$ cat src/rtl/controlador_entrada_saida.sv
// I/O controller: debounced enter-key input capture and sequential signed binary-to-BCD display path.
// Optional macro ENTRADA_COM_SINAL_EN: sign-extend the switch word instead of zero-extending it.
module controlador_entrada_saida #(
    parameter int LARGURA_SWITCH  = 9,
    parameter int LARGURA_DADO    = 32,
    parameter int NUM_DIGITOS     = 3,
    parameter int DEBOUNCE_CICLOS = 16
) (
    input  logic                        clock,
    input  logic                        reset,
    input  logic [LARGURA_SWITCH-1:0]   entradaSwitch,
    input  logic                        enter,
    input  logic                        pedidoEntrada,
    output logic                        aguardando,
    output logic                        entradaValida,
    output logic [LARGURA_DADO-1:0]     dadoEntrada,
    input  logic                        pedidoSaida,
    input  logic [LARGURA_DADO-1:0]     dadoSaida,
    output logic                        saidaOcupada,
    output logic [4*NUM_DIGITOS-1:0]    digitos,
    output logic                        negativo,
    output logic                        estouro
);

    localparam int LC  = (DEBOUNCE_CICLOS > 2) ? $clog2(DEBOUNCE_CICLOS) : 1;
    localparam int LI  = $clog2(LARGURA_DADO + 1);
    localparam int LB  = 4 * NUM_DIGITOS;
    localparam int MSB = LARGURA_DADO - 1;

    function automatic logic [LARGURA_DADO-1:0] potencia10(input int n);
        logic [LARGURA_DADO-1:0] p;
        p = {{(LARGURA_DADO-1){1'b0}}, 1'b1};
        for (int i = 0; i < n; i++) begin
            p = p * LARGURA_DADO'(10);
        end
        return p;
    endfunction

    function automatic logic [LB-1:0] ajusta_bcd(input logic [LB-1:0] b);
        logic [LB-1:0] r;
        r = b;
        for (int i = 0; i < NUM_DIGITOS; i++) begin
            if (b[4*i +: 4] >= 4'd5) begin
                r[4*i +: 4] = b[4*i +: 4] + 4'd3;
            end else begin
                r[4*i +: 4] = b[4*i +: 4];
            end
        end
        return r;
    endfunction

    localparam logic [LARGURA_DADO-1:0] LIMITE = potencia10(NUM_DIGITOS);

    typedef enum logic {OCIOSO = 1'b0, ESPERA = 1'b1} estado_t;

    logic                      r_enter_s1, r_enter_s2;
    logic [LARGURA_SWITCH-1:0] r_sw_s1, r_sw_s2;
    logic                      r_tecla;
    logic [LC-1:0]             r_cnt_deb;
    estado_t                   r_estado, w_prox_estado;
    logic                      w_captura;
    logic                      r_aguardando, r_valida;
    logic [LARGURA_DADO-1:0]   r_dado_entrada, w_sw_estendido;
    logic                      w_sinc_pressionada, w_evento_press;

    logic                      r_ocupado, r_pend_valido;
    logic [LARGURA_DADO-1:0]   r_pend_dado, r_mag, w_dado_ini, w_mag_ini;
    logic [LI-1:0]             r_cnt_iter;
    logic [LB-1:0]             r_bcd, w_bcd_ajustado, r_digitos;
    logic                      r_neg_conv, r_est_conv, r_negativo, r_estouro;
    logic                      w_fim, w_inicia;

    // Two-flop synchronizers; enter resets to its released (high) level
    always_ff @(posedge clock or negedge reset) begin
        if (!reset) begin
            r_enter_s1 <= 1'b1;
            r_enter_s2 <= 1'b1;
            r_sw_s1    <= '0;
            r_sw_s2    <= '0;
        end else begin
            r_enter_s1 <= enter;
            r_enter_s2 <= r_enter_s1;
            r_sw_s1    <= entradaSwitch;
            r_sw_s2    <= r_sw_s1;
        end
    end

    assign w_sinc_pressionada = ~r_enter_s2;
    assign w_evento_press     = w_sinc_pressionada & ~r_tecla &
                                (r_cnt_deb == LC'(DEBOUNCE_CICLOS - 1));

    // Debouncer: accept a level only after it differs for DEBOUNCE_CICLOS straight cycles
    always_ff @(posedge clock or negedge reset) begin
        if (!reset) begin
            r_tecla   <= 1'b0;
            r_cnt_deb <= '0;
        end else if (w_sinc_pressionada != r_tecla) begin
            if (r_cnt_deb == LC'(DEBOUNCE_CICLOS - 1)) begin
                r_tecla   <= w_sinc_pressionada;
                r_cnt_deb <= '0;
            end else begin
                r_cnt_deb <= r_cnt_deb + LC'(1);
            end
        end else begin
            r_cnt_deb <= '0;
        end
    end

`ifdef ENTRADA_COM_SINAL_EN
    assign w_sw_estendido = {{(LARGURA_DADO-LARGURA_SWITCH){r_sw_s2[LARGURA_SWITCH-1]}}, r_sw_s2};
`else
    assign w_sw_estendido = {{(LARGURA_DADO-LARGURA_SWITCH){1'b0}}, r_sw_s2};
`endif

    // Input FSM next state
    always_comb begin
        w_prox_estado = r_estado;
        w_captura     = 1'b0;
        case (r_estado)
            OCIOSO: begin
                if (pedidoEntrada) begin
                    w_prox_estado = ESPERA;
                end else begin
                    w_prox_estado = OCIOSO;
                end
            end
            ESPERA: begin
                if (w_evento_press) begin
                    w_captura     = 1'b1;
                    w_prox_estado = OCIOSO;
                end else if (!pedidoEntrada) begin
                    w_prox_estado = OCIOSO;
                end else begin
                    w_prox_estado = ESPERA;
                end
            end
            default: w_prox_estado = OCIOSO;
        endcase
    end

    // Input FSM state and registered outputs
    always_ff @(posedge clock or negedge reset) begin
        if (!reset) begin
            r_estado       <= OCIOSO;
            r_aguardando   <= 1'b0;
            r_valida       <= 1'b0;
            r_dado_entrada <= '0;
        end else begin
            r_estado     <= w_prox_estado;
            r_aguardando <= (w_prox_estado == ESPERA);
            r_valida     <= w_captura;
            if (w_captura) begin
                r_dado_entrada <= w_sw_estendido;
            end
        end
    end

    assign w_fim          = r_ocupado && (r_cnt_iter == LI'(LARGURA_DADO));
    assign w_bcd_ajustado = ajusta_bcd(r_bcd);

    // A fresh request beats the slot on the completion edge, matching last-wins
    always_comb begin
        w_inicia   = 1'b0;
        w_dado_ini = dadoSaida;
        if (pedidoSaida && (!r_ocupado || w_fim)) begin
            w_inicia   = 1'b1;
            w_dado_ini = dadoSaida;
        end else if (w_fim && r_pend_valido) begin
            w_inicia   = 1'b1;
            w_dado_ini = r_pend_dado;
        end else begin
            w_inicia   = 1'b0;
            w_dado_ini = dadoSaida;
        end
        w_mag_ini = w_dado_ini[MSB] ? (~w_dado_ini + LARGURA_DADO'(1)) : w_dado_ini;
    end

    // Double-dabble converter; results published only on the completion edge
    always_ff @(posedge clock or negedge reset) begin
        if (!reset) begin
            r_ocupado  <= 1'b0;
            r_cnt_iter <= '0;
            r_mag      <= '0;
            r_bcd      <= '0;
            r_neg_conv <= 1'b0;
            r_est_conv <= 1'b0;
            r_digitos  <= '0;
            r_negativo <= 1'b0;
            r_estouro  <= 1'b0;
        end else begin
            if (w_inicia) begin
                r_ocupado  <= 1'b1;
                r_cnt_iter <= '0;
                r_mag      <= w_mag_ini;
                r_bcd      <= '0;
                r_neg_conv <= w_dado_ini[MSB];
                r_est_conv <= (w_mag_ini >= LIMITE);
            end else if (w_fim) begin
                r_ocupado <= 1'b0;
            end else if (r_ocupado) begin
                r_bcd      <= {w_bcd_ajustado[LB-2:0], r_mag[MSB]};
                r_mag      <= r_mag << 1;
                r_cnt_iter <= r_cnt_iter + LI'(1);
            end
            if (w_fim) begin
                r_digitos  <= r_bcd;
                r_negativo <= r_neg_conv;
                r_estouro  <= r_est_conv;
            end
        end
    end

    // One-deep pending slot, overwritten by later requests during the same conversion
    always_ff @(posedge clock or negedge reset) begin
        if (!reset) begin
            r_pend_valido <= 1'b0;
            r_pend_dado   <= '0;
        end else if (pedidoSaida && r_ocupado && !w_fim) begin
            r_pend_valido <= 1'b1;
            r_pend_dado   <= dadoSaida;
        end else if (w_fim) begin
            r_pend_valido <= 1'b0;
        end
    end

    assign aguardando    = r_aguardando;
    assign entradaValida = r_valida;
    assign dadoEntrada   = r_dado_entrada;
    assign saidaOcupada  = r_ocupado;
    assign digitos       = r_digitos;
    assign negativo      = r_negativo;
    assign estouro       = r_estouro;

endmodule

$ cat config.mk
export PLATFORM = sky130hd
export DESIGN_NAME = controlador_entrada_saida
export DESIGN_NICKNAME = d
export VERILOG_FILES = /design/src/rtl/controlador_entrada_saida.sv
export SDC_FILE = /design/constraint.sdc
export NUM_CORES = 1
export LEC_CHECK = 0
export ABC_AREA = 1
export CORE_ASPECT_RATIO = 1.5
export CORE_UTILIZATION = 44
export DETAILED_ROUTE_END_ITERATION = 10
export GPL_TIMING_DRIVEN = 0
export PLACE_DENSITY = 0.72
export RECOVER_POWER = 25
export SLEW_MARGIN = 10
export SYNTH_ARGS = -nofsm -noshare
export SYNTH_HDL_FRONTEND = slang
export SYNTH_SLANG_ARGS = --single-unit
$ cat constraint.sdc
create_clock -name clock -period 2.5 [get_ports clock]
set_input_delay 0.375 -clock clock [delete_from_list [all_inputs] [get_ports clock]]
set_output_delay 0.375 -clock clock [all_outputs]
set_load 0.03 [all_outputs]
==> impl_summary.txt, run 1 <==
----------------------------------------------------
[Status]
  Run status ... finished, violations left
  Violations in the final reports ... capacitance limit, slew limit, setup timing

[Synth]
  Simple-gate share of the synthesized area ... between 20% and 30%
  Number of synthesized flops with an enable pin ... 0
  Multiplexer area fraction after synthesis ... under 10%
  Portion of the post-synthesis area used by sequential elements ... 45.9%
  Main area contributors after synthesis ... sky130_fd_sc_hd__dfrtp_1 45%, sky130_fd_sc_hd__nand2_1 15%, sky130_fd_sc_hd__o21ai_0 5.5%
  Cells after synthesis ... roughly 960
  Xor and xnor fraction of the mapped netlist area ... 1.30%
  Mean area per synthesized cell ... between 7 and 8 sq um
  Combined area of all synthesized cells ... 0.00742 sq mm
  Cell types with the highest counts after synthesis ... 293 x sky130_fd_sc_hd__nand2_1, 134 x sky130_fd_sc_hd__dfrtp_1, 105 x sky130_fd_sc_hd__inv_1
  Adder and majority gate portion of the synthesized area ... about 1.9%
  Compound-Gate Fraction of Synth Area ... between 10% and 20%
  FFs w/ async S/R, synth ... 100%
  Synth Register Bits ... 136
  Cell taking the most area after synthesis ... sky130_fd_sc_hd__dfrtp_1
  Area share of the leading cell type in the synthesized netlist ... between 40% and 50%
  Most used flip-flop cell after synthesis ... sky130_fd_sc_hd__dfrtp_1
  Largest family of logic cells by synthesized area ... simple AND/OR/NAND/NOR gates
  Warning count from the yosys run ... 0
  Most frequently used cell type in the post-synthesis netlist ... sky130_fd_sc_hd__nand2_1
  Count of distinct cell types in the synthesized netlist ... 35

[STA]
  Summed negative setup slack over all endpoints ... -2.08 ns
  Setup repair after global routing missed its margin ... yes
  Fmax ... 344 MHz
  Final hold violation count ... 0
  Fin crit period ... 2.91 ns
  Worst setup skew after layout ... 0.0126 ns
  Worst Hold Slack ... 0.351 ns
  Worst slew margin relative to its limit ... -37.7%
  Count of pins over their slew limit ... 82
  Share of the clock period used by the worst path ... 116%
  Post-layout worst setup margin ... -0.406 ns
  Final setup violation count ... 18
  Worst-Margin Slew ... 2.07 ns

[Pwr]
  Total power of the final layout ... between 0.006 and 0.007 W
  Leakage component of the power ... 4.77 nW
  VDD IR max ... 0.000542 V
  PwrDens ... 668 mW/mm^2

[Global routing]
  Global route hottest layer ... met2
  Global routing met2 resource utilization ... 42.5%
  Global-route usage over all layers ... a little under a quarter
  Routing usage on met3 ... 4.16%
  Total congestion overflow after global routing ... 0
  GR Util met1 ... 26.0%
  Vias in the first global route ... between 6000 and 7000
  Global-route wire length before repair ... 32200 microns
  Number of antenna violations at the first check in global routing ... 0
  Maximum number of pins on one net before global-route repair ... 83

[Floorplanning]
  Number of placement rows ... 57
  Number of top-level pins ... 95
  Vertical die dimension ... 161 microns
  Initial Utilization ... between 40% and 50%
  Die extent in x ... ~110 microns
  Standard cell core area ... 0.0163 sq mm
  Area of the die ... 0.0174 sq mm

[Setup path]
  Cell seen most often among critical-path stages ... sky130_fd_sc_hd__nand2_1
  Startpoint types ... flip-flop
  Crit path DAT ... 3.22 ns
  Crit path max fanout ... 6
  Critical-path cell list ... inv_2 > ha_4 > nand2_1 > inv_1 > nand3_2 > nor2_4 > buf_6 > nand4_1 > nand2_1 > inv_2 > nand2_1 > nor2_2 > and2_1 > nand2_1 > nand2_2 > nand2_1 > nand2_1 > nand2_2 > nand2_1 > nor2_1 > nand3_1 > nor2_2 > nor2_1
  Delay contributed by the slowest stage of the critical path ... 0.40 ns
  Setup crit end kind ... flip-flop
  Max stage delay cell, worst path ... sky130_fd_sc_hd__dfrtp_1
  Data required time at the worst endpoint ... 2.81 ns
  Critical path depth ... 23
  Number of buffer and inverter stages on the critical path ... 4
  Register-to-Register Path Depth ... 23
  Top delay family on crit path ... simple AND/OR/NAND/NOR gates
  WS Path Type ... reg -> reg

[Routing]
  Overall via count from detail_route ... between 6000 and 7000
  Post-detailed-routing wire length ... 20000 microns
  Remaining routing DRC violations ... 0
  WL per Instance ... 15.0 microns
  Antenna Violating Nets Remaining ... 0
  Vias/cell ... 5.20
  First-pass iteration count of the detailed router ... 5
  Detailed router's first-iteration violation count ... 376

[Hold path]
  Hold Crit Depth ... 0
  Class of the worst hold path ... reg -> reg

[CTS]
  Clock root buffer ... sky130_fd_sc_hd__clkbuf_16
  TritonCTS clock tree ... done
  Clock-pin slew on the worst setup and hold paths ... 0.06 ns
  Clock insertion delay at the later pin of the skew report ... roughly 0.43 ns
  # hold bufs at CTS ... 0
  H-tree level count ... 4
  Sink Count ... between 100 and 150
  Inserted Clock Buffers ... 17
  Maximum clock path buffer count ... 2

[Run]
  Max-cap violations ... 1

[Placement]
  IO Port Bufs ... 71
  Cell area reported after detailed placement ... 0.00852 sq mm
  Detailed-placement wirelength estimate ... around 14000 microns
  Routability Congestion ... 1.00

[Final layout]
  Layout Utilization ... between 60% and 70%
  Proportion of layout cells with a drive suffix above 1 ... around 24%
  Antenna diode count ... 0
  Area grow syn2layout ... 34.3%
  Fin area ... approximately 0.01 sq mm
  Total Nets Final ... 1169
  Fillcell total ... 1410

----------------------------------------------------
[power by group]
| part | internal [W] | switching, W | leakage (nW) |
|---|---|---|---|
| clock | 0.00133 | 0.00112 | 0.279 |
| sequential | 0.00249 | 0.000166 | 1.65 |
| combinational | 0.000620 | 0.000922 | 2.84 |
[cells in the final DEF, fill, tap and decap left out, types with 6 or more instances in the layout]
cell,Yosys,layout
sky130_fd_sc_hd__o21ai_0,82,76
sky130_fd_sc_hd__nand2_2,5,49
sky130_fd_sc_hd__nand4_1,17,17
sky130_fd_sc_hd__clkbuf_16,0,17
sky130_fd_sc_hd__conb_1,1,23
sky130_fd_sc_hd__nor2_2,5,20
sky130_fd_sc_hd__nor2_4,2,15
sky130_fd_sc_hd__mux2_2,10,10
sky130_fd_sc_hd__nor2_1,75,47
sky130_fd_sc_hd__buf_4,26,58
sky130_fd_sc_hd__o21ai_1,8,9
sky130_fd_sc_hd__dlygate4sd3_1,0,10
sky130_fd_sc_hd__nand2_4,0,7
sky130_fd_sc_hd__inv_1,105,102
sky130_fd_sc_hd__o21ai_4,1,10
sky130_fd_sc_hd__nand2_1,293,242
sky130_fd_sc_hd__clkbuf_2,0,6
sky130_fd_sc_hd__o21ai_2,13,9
sky130_fd_sc_hd__dfrtp_1,134,134
sky130_fd_sc_hd__o211ai_1,6,6
sky130_fd_sc_hd__o22ai_1,19,19
sky130_fd_sc_hd__buf_6,5,6
sky130_fd_sc_hd__a21oi_1,19,15
sky130_fd_sc_hd__nand3_2,2,8
sky130_fd_sc_hd__clkbuf_1,23,14
sky130_fd_sc_hd__clkdlybuf4s50_1,0,60
sky130_fd_sc_hd__nand3_1,49,42
sky130_fd_sc_hd__xor2_1,11,10
sky130_fd_sc_hd__inv_2,9,11
sky130_fd_sc_hd__ha_1,11,9
sky130_fd_sc_hd__o221ai_1,12,9
sky130_fd_sc_hd__inv_8,0,6
[cell families (layout without fill, tap and decap cells)]
family | Yosys count | count (layout)
XOR/XNOR | 11 | 11
multiplexers | 10 | 10
other | 1 | 23
adder cells (fa/ha/maj) | 11 | 11
flip-flops | 136 | 136
AND/OR/NAND/NOR | 457 | 457
AO/OA/AOI/OAI | 161 | 161
buffers and inverters | 175 | 316
[cell type report]
| cell class | instances | area, sq um | area share, % |
|---|---|---|---|
| multi-input combinational | 673 | 3800 | 38.2 |
| timing repair buffer | 109 | 1050 | 10.6 |
| sequential | 136 | 3410 | 34.2 |
| clock inverter | 15 | 151 | 1.52 |
| tap | 206 | 258 | 2.59 |
| clock buffer | 17 | 425 | 4.27 |
| inverter | 115 | 442 | 4.43 |
| buffer | 60 | 427 | 4.28 |
[worst paths after layout]
path | startpoint | to | slack (ns)
max | r_cnt_iter[0] | r_est_conv | -0.41
min | r_sw_s1[5] | r_sw_s2[5] | 0.35
max reg2reg | r_cnt_iter[0] | r_est_conv | -0.41
min reg2reg | r_sw_s1[5] | r_sw_s2[5] | 0.35
max in group asynchronous | reset | digitos[11] | 0.73
min in group asynchronous | reset | r_pend_dado[2] | 0.52
[state kept, by name (all words and copies together) (netlist names), 4 cells and up]
name         count
dadoEntrada      9
r_sw_s1          9
r_sw_s2          9
r_cnt_iter       6
r_pend_dado     32
r_mag           32
r_cnt_deb        4
digitos         12
r_bcd           12
[metrics by stage]
step | worst slack, ns | instances
2_1_floorplan | -0.0639 | 984
3_3_place_gp | -4.35 | 1261
3_5_place_dp | -0.874 | 1262
4_1_cts | -0.364 | 1323
5_1_grt | -0.562 | 1331
6_report | -0.406 | 1331
[routing by layer]
| metal | vias to the layer above | wire [microns] |
|---|---|---|
| met1 | 3266 | 7680 |
| met2 | 231 | 10500 |
| met5 | - | 0 |
| li1 | 3354 | - |
| met4 | 0 | 955 |
| met3 | 64 | 852 |
[timing repair]
item	CTS	global route
buffers inserted	28	8
resized for setup	121	56
setup endpoints to repair	53	38
pin swaps	38	36
cloned	1	0
hold endpoints to repair	0	0
No activity file was read; power rests on OpenSTA's default activity.
==> run 2: changes to the inputs <==
--- a/config.mk
+++ b/config.mk
@@ -8,6 +8,7 @@
 export ABC_AREA = 1
 export CORE_ASPECT_RATIO = 1.5
 export CORE_UTILIZATION = 44
+export CTS_CLUSTER_DIAMETER = 150
 export DETAILED_ROUTE_END_ITERATION = 10
 export GPL_TIMING_DRIVEN = 0
 export PLACE_DENSITY = 0.72
==> results of run 2 <==
The final DEF is identical to that of run 1; final timing and power are the same.
==> run 3: changes to the inputs <==
--- a/config.mk
+++ b/config.mk
@@ -7,11 +7,11 @@
 export LEC_CHECK = 0
 export ABC_AREA = 1
 export CORE_ASPECT_RATIO = 1.5
-export CORE_UTILIZATION = 44
+export CORE_UTILIZATION = 51
 export CTS_CLUSTER_DIAMETER = 150
 export DETAILED_ROUTE_END_ITERATION = 10
 export GPL_TIMING_DRIVEN = 0
-export PLACE_DENSITY = 0.72
+export PLACE_DENSITY = 0.81
 export RECOVER_POWER = 25
 export SLEW_MARGIN = 10
 export SYNTH_ARGS = -nofsm -noshare
==> impl_summary.txt, run 3 (same netlist as run 1, synthesis figures left out) <==
----------------------------------------------------
[Status]
  Run status ... finished, violations left
  Violations in the final reports ... capacitance limit, slew limit, setup timing

[Pwr]
  Leakage component of the power ... 5.03 nW
  VDD IR max ... ~0.00053 V
  Total power of the final layout ... a little under 0.007 W
  PwrDens ... 649 mW/mm^2

[CTS]
  Inserted Clock Buffers ... 17
  Clock-pin slew on the worst setup and hold paths ... 0.07 ns
  TritonCTS clock tree ... done
  Clock root buffer ... sky130_fd_sc_hd__clkbuf_16
  Maximum clock path buffer count ... 2
  Clock insertion delay at the later pin of the skew report ... 0.44 ns
  H-tree level count ... 4
  Sink Count ... 136

[STA]
  Worst Hold Slack ... 0.350 ns
  Share of the clock period used by the worst path ... 128%
  Worst setup skew after layout ... ~0.013 ns
  Setup repair after global routing missed its margin ... yes
  Count of pins over their slew limit ... between 80 and 90
  Post-layout worst setup margin ... -0.711 ns
  Fmax ... 311 MHz
  Final hold violation count ... 0
  Worst slew margin relative to its limit ... -41.6%
  Summed negative setup slack over all endpoints ... -22.40 ns
  Final setup violation count ... 53
  Worst-Margin Slew ... 2.12 ns
  Fin crit period ... 3.21 ns

[Global routing]
  Number of antenna violations at the first check in global routing ... 0
  Vias in the first global route ... just over 7000
  Total congestion overflow after global routing ... 0
  Maximum number of pins on one net before global-route repair ... 85
  Global-route usage over all layers ... 29.4%
  Global-route wire length before repair ... 33700 microns

[Final layout]
  Antenna diode count ... 0
  Biggest registers after layout ... r_mag (32), r_pend_dado (32)
  Proportion of layout cells with a drive suffix above 1 ... around a quarter
  Total Nets Final ... roughly 1200
  Top library cells by usage in the layout, fill and taps aside ... 252 x sky130_fd_sc_hd__nand2_1, 134 x sky130_fd_sc_hd__dfrtp_1, 99 x sky130_fd_sc_hd__inv_1
  Area grow syn2layout ... 41.3%
  Leading cell type in the layout, fill and taps excluded ... sky130_fd_sc_hd__nand2_1
  Layout Utilization ... about 74%

[Setup path]
  Delay contributed by the slowest stage of the critical path ... 0.40 ns
  Data required time at the worst endpoint ... between 2 and 3 ns
  Worst setup startpoint ... r_cnt_iter[0]
  Crit path DAT ... 3.54 ns
  Crit path max fanout ... 7
  WS Path Type ... reg -> reg
  Setup crit end kind ... flip-flop
  Cell seen most often among critical-path stages ... sky130_fd_sc_hd__nand2_1
  Max stage delay cell, worst path ... sky130_fd_sc_hd__dfrtp_1
  Critical-path cell list ... inv_2 > ha_4 > nand3_4 > nor2_4 > nand4_4 > buf_6 > buf_12 > nand2_1 > o21ai_4 > buf_6 > buf_4 > nand2_1 > nand2_1 > nand2_1 > nand2_1 > nand3_1 > nor2_1 > nand2_1 > nand2_1 > nor2_1 > nand3_1 > nor2_2 > nor2_1
  Startpoint types ... flip-flop
  Startpoint of the most critical register-to-register path ... r_cnt_iter[0]

[Routing]
  Vias/cell ... 5.67
  Overall via count from detail_route ... 7634
  Detailed router's first-iteration violation count ... approximately 620
  Antenna Violating Nets Remaining ... 0
  Remaining routing DRC violations ... 0
  WL per Instance ... roughly 18 microns
  Post-detailed-routing wire length ... roughly 24000 microns
  First-pass iteration count of the detailed router ... 5

[Placement]
  Detailed-placement wirelength estimate ... 14100 microns
  Routability Congestion ... 0.979
  IO Port Bufs ... 71
  Worst-case setup slack after placement ... -0.894 ns

[Floorplanning]
  Number of top-level pins ... 95
  Vertical die dimension ... 150 microns
  Standard cell core area ... about 0.014 sq mm
  Die extent in x ... 100 microns
  Initial Utilization ... 52.5%
  Number of placement rows ... 53
  Area of the die ... 0.0150 sq mm

[Hold path]
  Class of the worst hold path ... reg -> reg
  Startpoint of the most critical hold path ... r_sw_s1[0]

[Run]
  Max-cap violations ... 1

----------------------------------------------------
==> run 3: final timing paths <==
kind                             endpoint  slack, ns  cells after the start
setup / recovery               r_est_conv      -0.71                     23
hold / removal                 r_sw_s2[0]       0.35                      0
setup reg to reg               r_est_conv      -0.71                     23
hold reg to reg                r_sw_s2[0]       0.35                      0
max in group asynchronous     digitos[10]       0.71                      1
min in group asynchronous  r_pend_dado[1]       0.55                      1
==> run 3: metal layers <==
metal  part of all wire (%)  GRT usage [%]  routed length (microns)
met1                     35           30.9                     8630
met2                     50           52.8                    12300
met3                    6.9           5.09                     1690
met4                    7.5           19.9                     1830
met5                      0              0                        0
==> run 3: what timing repair did <==
item | 4_1_cts | 5_1_grt
resized for setup | 127 | 125
cloned | 1 | 4
endpoints found under the hold margin | 0 | 0
pin swaps | 35 | 27
buffers inserted | 34 | 28
hold buffers | 0 | 0
setup endpoints to repair | 53 | 49
==> run 3: final cells by class <==
type / count / area, sq um
plain buffers: 60 / 526
clock buffers: 17 / 425
clock inverters: 15 / 153
fillers: 957 / 3640
inverters: 115 / 462
multi-input cells: 673 / 3900
flip-flops and latches: 136 / 3410
well taps: 192 / 240
repair buffers: 138 / 1380
==> run 3: per-stage QoR <==
step	instances	area, sq um
after floorplan	984	7520
final	1346	10500
after global placement	1247	8470
after global routing	1346	10500
after CTS	1315	9810
after detailed placement	1248	8500
==> run 3: report_power, final <==
group	internal, W	switching, W	total [W]
logic	0.000634	0.000995	0.00163
registers	0.00249	0.000180	0.00267
clock network	0.00133	0.00117	0.00250
==> run 3: critical path: cells and delay by family (launching register included) <==
kind,cells,cell delay (ns)
flip-flops,1,0.40
AND/OR/NAND/NOR,16,1.71
buffers and inverters,5,0.69
AO/OA/AOI/OAI,1,0.10
adder cells (fa/ha/maj),1,0.17
